File: config.mk
export PLATFORM = sky130hd
export DESIGN_NAME = squash_reset_sequencer
export DESIGN_NICKNAME = d
export VERILOG_FILES = /design/src/rtl/squash_pkg.sv /design/src/rtl/squash_debounce.sv /design/src/rtl/squash_reset_sequencer.sv
export SDC_FILE = /design/constraint.sdc
export NUM_CORES = 1
export LEC_CHECK = 0
export CAP_MARGIN = 15
export CORE_UTILIZATION = 54
export CTS_BUF_LIST = sky130_fd_sc_hd__clkbuf_8
export CTS_CLUSTER_SIZE = 40
export DETAILED_ROUTE_END_ITERATION = 10
export GPL_ROUTABILITY_DRIVEN = 1
export PLACE_DENSITY_LB_ADDON = 0.15
export SLEW_MARGIN = 25
export SYNTH_ARGS = -nofsm -noshare
export SYNTH_HDL_FRONTEND = slang
export SYNTH_SLANG_ARGS = --single-unit
File: constraint.sdc
create_clock -name wb_clk_i -period 1.8 [get_ports wb_clk_i]
set_clock_uncertainty 0.05 [all_clocks]
set_input_delay 0.36 -clock wb_clk_i [delete_from_list [all_inputs] [get_ports wb_clk_i]]
set_output_delay 0.36 -clock wb_clk_i [all_outputs]
set_load 0.01 [all_outputs]
File: src/rtl/squash_pkg.sv
// Shared types and constants for the solo_squash power-up/reset sequencer.
package squash_pkg;

  typedef enum logic [1:0] {
    StWait,
    StHold,
    StArm,
    StRun
  } squash_state_t;

  localparam int unsigned SYNC_STAGES_DEF     = 2;
  localparam int unsigned DEBOUNCE_CYCLES_DEF = 16;
  localparam int unsigned HOLD_CYCLES_DEF     = 8;
  localparam int unsigned OE_DELAY_DEF        = 4;

  localparam logic [5:0] OEB_ALL_OFF = 6'h3F;

  // Width of a down-counter that must hold values up to max(a, b) - 1.
  function automatic int unsigned cnt_width(input int unsigned a, input int unsigned b);
    int unsigned m;
    m = (a > b) ? a : b;
    return (m > 1) ? $clog2(m) : 1;
  endfunction

endpackage

File: src/rtl/squash_debounce.sv
// Synchronizer plus stability debouncer for a bouncy asynchronous pad input.
module squash_debounce
  import squash_pkg::*;
#(
  parameter int unsigned SYNC_STAGES     = SYNC_STAGES_DEF,
  parameter int unsigned DEBOUNCE_CYCLES = DEBOUNCE_CYCLES_DEF
) (
  input  logic clk,
  input  logic rst_n,
  input  logic din,
  output logic dout
);

  localparam int unsigned CntW = $clog2(DEBOUNCE_CYCLES + 1);
  localparam logic [CntW-1:0] CntMax = CntW'(DEBOUNCE_CYCLES - 1);

  logic [SYNC_STAGES-1:0] sync_q;
  logic [CntW-1:0]        cnt_q, cnt_d;
  logic                   deb_q, deb_d;
  logic                   din_s;

  assign din_s = sync_q[SYNC_STAGES-1];
  assign dout  = deb_q;

  always_comb begin
    cnt_d = cnt_q;
    deb_d = deb_q;
    if (din_s == deb_q) begin
      cnt_d = '0;
    end else if (cnt_q == CntMax) begin
      deb_d = ~deb_q;
      cnt_d = '0;
    end else begin
      cnt_d = cnt_q + CntW'(1);
    end
  end

  always_ff @(posedge clk or negedge rst_n) begin
    if (!rst_n) begin
      sync_q <= '0;
      cnt_q  <= '0;
      deb_q  <= 1'b0;
    end else begin
      sync_q <= {sync_q[SYNC_STAGES-2:0], din};
      cnt_q  <= cnt_d;
      deb_q  <= deb_d;
    end
  end

endmodule

File: src/rtl/squash_reset_sequencer.sv
// Qualifies gpio_ready / ext_reset_n, holds the game core in reset and enables
// its pads OE_DELAY cycles before releasing reset.
module squash_reset_sequencer
  import squash_pkg::*;
#(
  parameter int unsigned SYNC_STAGES     = SYNC_STAGES_DEF,
  parameter int unsigned DEBOUNCE_CYCLES = DEBOUNCE_CYCLES_DEF,
  parameter int unsigned HOLD_CYCLES     = HOLD_CYCLES_DEF,
  parameter int unsigned OE_DELAY        = OE_DELAY_DEF
) (
  input  logic       wb_clk_i,
  input  logic       rst_n,
  input  logic       wb_rst_i,
  input  logic       gpio_ready,
  input  logic       ext_reset_n,
  output logic       design_reset,
  output logic [5:0] design_oeb,
  output logic [1:0] debug_oeb,
  output logic       debug_design_reset,
  output logic       debug_gpio_ready,
  output logic [7:0] run_count
);

  localparam int unsigned CntW = cnt_width(HOLD_CYCLES, OE_DELAY);
  localparam logic [CntW-1:0] HoldLoad = CntW'(HOLD_CYCLES - 1);
  localparam logic [CntW-1:0] OeLoad   = CntW'(OE_DELAY - 1);

  logic [SYNC_STAGES-1:0] gpio_sync_q;
  logic                   gpio_s;
  logic                   ext_deb;
  logic                   qual;

  squash_state_t   state_q, state_d;
  logic [CntW-1:0] cnt_q, cnt_d;
  logic            run_inc;

  logic       design_reset_q;
  logic [5:0] design_oeb_q;
  logic [1:0] debug_oeb_q;
  logic [7:0] run_count_q;

  squash_debounce #(
    .SYNC_STAGES    (SYNC_STAGES),
    .DEBOUNCE_CYCLES(DEBOUNCE_CYCLES)
  ) u_ext_debounce (
    .clk  (wb_clk_i),
    .rst_n(rst_n),
    .din  (ext_reset_n),
    .dout (ext_deb)
  );

  assign gpio_s = gpio_sync_q[SYNC_STAGES-1];
  assign qual   = gpio_s & ext_deb & ~wb_rst_i;

  // Loss of qualification always wins over a count expiring on the same edge.
  always_comb begin
    state_d = state_q;
    cnt_d   = cnt_q;
    run_inc = 1'b0;
    unique case (state_q)
      StWait: begin
        if (qual) begin
          state_d = StHold;
          cnt_d   = HoldLoad;
        end
      end
      StHold: begin
        if (!qual) begin
          state_d = StWait;
        end else if (cnt_q == '0) begin
          state_d = StArm;
          cnt_d   = OeLoad;
        end else begin
          cnt_d = cnt_q - CntW'(1);
        end
      end
      StArm: begin
        if (!qual) begin
          state_d = StWait;
        end else if (cnt_q == '0) begin
          state_d = StRun;
          run_inc = 1'b1;
        end else begin
          cnt_d = cnt_q - CntW'(1);
        end
      end
      StRun: begin
        if (!qual) state_d = StWait;
      end
      default: state_d = StWait;
    endcase
  end

  // Outputs are registered from the next state so they change on the state edge.
  always_ff @(posedge wb_clk_i or negedge rst_n) begin
    if (!rst_n) begin
      gpio_sync_q    <= '0;
      state_q        <= StWait;
      cnt_q          <= '0;
      design_reset_q <= 1'b1;
      design_oeb_q   <= OEB_ALL_OFF;
      debug_oeb_q    <= 2'b11;
      run_count_q    <= '0;
    end else begin
      gpio_sync_q    <= {gpio_sync_q[SYNC_STAGES-2:0], gpio_ready};
      state_q        <= state_d;
      cnt_q          <= cnt_d;
      design_reset_q <= (state_d != StRun);
      design_oeb_q   <= (state_d == StWait || state_d == StHold) ? OEB_ALL_OFF : 6'h00;
      // Tracks the value gpio_s takes on this same edge.
      debug_oeb_q    <= gpio_sync_q[SYNC_STAGES-2] ? 2'b00 : 2'b11;
      if (run_inc && run_count_q != 8'hFF) run_count_q <= run_count_q + 8'd1;
    end
  end

  assign design_reset       = design_reset_q;
  assign debug_design_reset = design_reset_q;
  assign design_oeb         = design_oeb_q;
  assign debug_oeb          = debug_oeb_q;
  assign debug_gpio_ready   = gpio_s;
  assign run_count          = run_count_q;

endmodule

==> impl_metrics.csv <==
group,metric,value,unit
outcome,outcome,"completed",
detailed_routing,wire_per_inst,13.5,µm
worst_setup_path,r2r-start,"state_q[0]$_DFF_PN0_",
worst_setup_path,crit_family,"flip-flops",
layout,diodes,0,
yosys,synth_top_cell_by_area,"dfrtp_1",
placement,hpwl,1690,µm
layout,final_area,1660,µm²
yosys,synth_fa_ha_area_frac,0.0747,
detailed_routing,vias_per_cell,5.35,
layout,area_delta_synth_final,23.5,%
clocking,cts_tree,"done",
worst_hold_path,worstHoldPathType,"flip-flop to flip-flop",
die,die_area,2680,µm²
sta,setup_viol,0,
sta,finalHoldViolCount,0,
die,die_w,51.8,µm
clocking,max-clock-path-buffers,2,
clocking,cts_hold_buf,0,
placement,portBuffers,23,
global_route,track_usage,0.202,
worst_setup_path,cp_data_required_time,1.39,ns
clocking,cts.root.buffer_cell,"clkbuf_8",
yosys,synth_mux_area_frac,0.0243,
yosys,syn-instance-count,116,
global_route,grt_pass1_vias,913,
yosys,synth-seq-cells,26,
yosys,synth-simple-area-share,0.187,
worst_setup_path,cp-end-kind,"output pin",
yosys,synthXorXnorAreaFrac,0.0588,
yosys,synth_top_area_share,0.430,
worst_setup_path,path_cells,"clkdlybuf4s50_1",
yosys,synth.most_common_cell,"dfrtp_1",
yosys,synth_top_family_by_area,"simple AND/OR/NAND/NOR gates",
yosys,synth_warnings,0,
worst_setup_path,critPathKind,"flip-flop to output pin",
detailed_routing,drt_iter0_drc,4,
worst_setup_path,cp_max_fo,2,
pwr,ir_worst_vdd,0.000745,V
sta,post-route-min-period,1.75,ns
sta,fin_crit_sh,0.970,
sta,drv_slew,0,
worst_setup_path,cp.arrival,1.34,ns
yosys,synth-compound-area-share,0.103,
die,fp.dieH,51.8,µm
detailed_routing,firstDrtPassIters,4,
detailed_routing,final_antenna_net_count,0,
job,max_cap_viol_count,0,
placement,place.gp.congestion,0.771,
yosys,async_flop_share,1.00,
sta,worst_slew_pin_slew,0.324,ns
yosys,postSynthAreaPerCell,11.6,µm²
global_route,antenna_found_initial,0,
yosys,synth_nets,129,
yosys,synth_top_flop_cell,"dfrtp_1",
detailed_routing,wl,2250,µm
sta,rsz0062_at_grt,"no",
worst_setup_path,cp_slowest_stage_delay,0.54,ns
yosys,yosysUniqueCellTypes,35,
worst_setup_path,critical_path.startpoint,"debug_oeb[0]$_DFF_PN1_",
die,fp-row-count,17,
yosys,mappedNetlistArea,1340,µm²
die,start_util,0.589,
detailed_routing,drc,0,
worst_setup_path,path_buf_inv,1,
yosys,ys_seq_area_frac,0.488,
layout,layout.nets,153,
worst_setup_path,cp_slowest_cell,"dfstp_2",
pwr,p_per_area,684,nW/µm²
clocking,cts_buffers,3,
layout,layout-drive-gt1-share,0.173,
pwr,leakage,0.760,nW
die,io_pins,24,
yosys,synth_edf_count,0,
clocking,h-tree-depth,1,
yosys,netlist_top_cells_area,"dfrtp_1 (43%), ha_1 (7.5%), dfstp_2 (5.9%)",
detailed_routing,dr_total_vias,893,
worst_hold_path,min_from,"u_ext_debounce.sync_q[0]$_DFF_PN0_",
die,core_area,2280,µm²
sta,fmax,0.573,GHz
placement,place_area,1580,µm²
yosys,synth_common_cells,"dfrtp_1 (23), nor2_1 (10), inv_1 (9), ha_1 (8), xor2_1 (8)",
global_route,grt_max_degree,27,
global_route,grt_pass1_wl,3830,µm
worst_setup_path,cp-start-kind,"flip-flop",
sta,slew_headroom,0.781,
clocking,clkTransAtPathRegs,0.09,ns
sta,final.setup.tns,0,ns
global_route,overflow,0,
clocking,post-cts-setup-buffers,0,
clocking,clkLatencyLatePin,0.27,ns
clocking,clock_sinks,26,
[cell type report]
cell class | instances | area, µm²
clock inverters | 1 | 30.0
clock buffers | 3 | 41.3
multi-input cells | 74 | 604
flip-flops and latches | 26 | 654
inverters | 9 | 33.8
fillers | 146 | 621
well taps | 28 | 35.0
repair buffers | 26 | 256
[registers in the layout (all words and copies together), names as in the netlist, 2 cells and up]
signal                 count
run_count                  8
u_ext_debounce.cnt_q       5
cnt_q                      3
gpio_sync_q                2
state_q                    2
u_ext_debounce.sync_q      2
[per-stage QoR]
step / utilization / total power [mW] / worst slack, ns / instances / hold WS (ns)
finish: 0.727 / 1.13 / 0.0546 / 167 / 0.307
global route: 0.727 / 1.17 / 0.00272 / 167 / 0.315
CTS: 0.722 / 1.14 / 0.00164 / 167 / 0.310
detailed placement: 0.692 / 0.667 / 0.0342 / 163 / 0.290
global placement: 0.692 / 0.663 / 0.0580 / 163 / 0.284
floorplan: - / 0.633 / 0.178 / 116 / 0.0144
[cells by family (layout without fill, tap and decap cells)]
logic type / after synthesis / count (layout)
buffers and inverters: 16 / 39
AND/OR/NAND/NOR: 38 / 38
AO/OA/AOI/OAI: 16 / 16
XOR/XNOR: 9 / 9
multiplexers: 3 / 3
adder cells (fa/ha/maj): 8 / 8
flip-flops: 26 / 26
[final timing paths]
check | to | slack (ns) | depth (start not counted)
max | debug_oeb[0] | 0.05 | 1
min | u_ext_debounce.sync_q[1]$_DFF_PN0_ | 0.31 | 0
max reg2reg | run_count[3]$_DFFE_PN0P_ | 0.11 | 6
min reg2reg | u_ext_debounce.sync_q[1]$_DFF_PN0_ | 0.31 | 0
max in group asynchronous | debug_oeb[0]$_DFF_PN1_ | 1.01 | 2
min in group asynchronous | state_q[1]$_DFF_PN0_ | 0.41 | 2
[where the power goes]
part	total [mW]	internal (mW)	switching, mW	leakage [nW]
logic	0.0487	0.0243	0.0244	0.389
registers	0.605	0.596	0.00880	0.336
clock network	0.478	0.298	0.181	0.0357
total	1.13	0.918	0.214	0.760
[repair_timing]
| item | CTS | global route |
|---|---|---|
| endpoints found under the setup margin | 6 | 8 |
| resized for setup | 3 | 5 |
| gates cloned | 0 | 0 |
[layer usage]
| layer | share of wire | vias to the layer above | wire [µm] | global-route usage |
|---|---|---|---|---|
| met4 | 0.018 | 0 | 41 | 0.108 |
| met3 | 0.030 | 4 | 68 | 0.0263 |
| li1 | - | 441 | - | - |
| met2 | 0.49 | 23 | 1100 | 0.335 |
| met1 | 0.46 | 425 | 1040 | 0.255 |
| met5 | 0 | - | 0 | 0 |
[layout by cell type (no fill, tap or decap), drive strengths merged]
master,count
nor2,10
bufinv,1
and3b,2
dlymetal6s2s,3
clkbuf,3
o31ai,1
mux2i,1
ha,8
nand2,2
and4,1
clkdlybuf4s50,17
buf,3
nand4,2
nand3,7
mux2,2
o211ai,1
dfstp,3
dfrtp,23
nand2b,2
a211oi,1
and2,1
xor2,8
a21o,2
and3,1
nand3b,2
dlygate4sd2,3
xnor2,1
a31oi,2
o221ai,1
a22o,1
a21oi,2
inv,9
o21ai,3
nor3,8
o22a,2
Note: power is estimated with default switching activity, not from simulation.
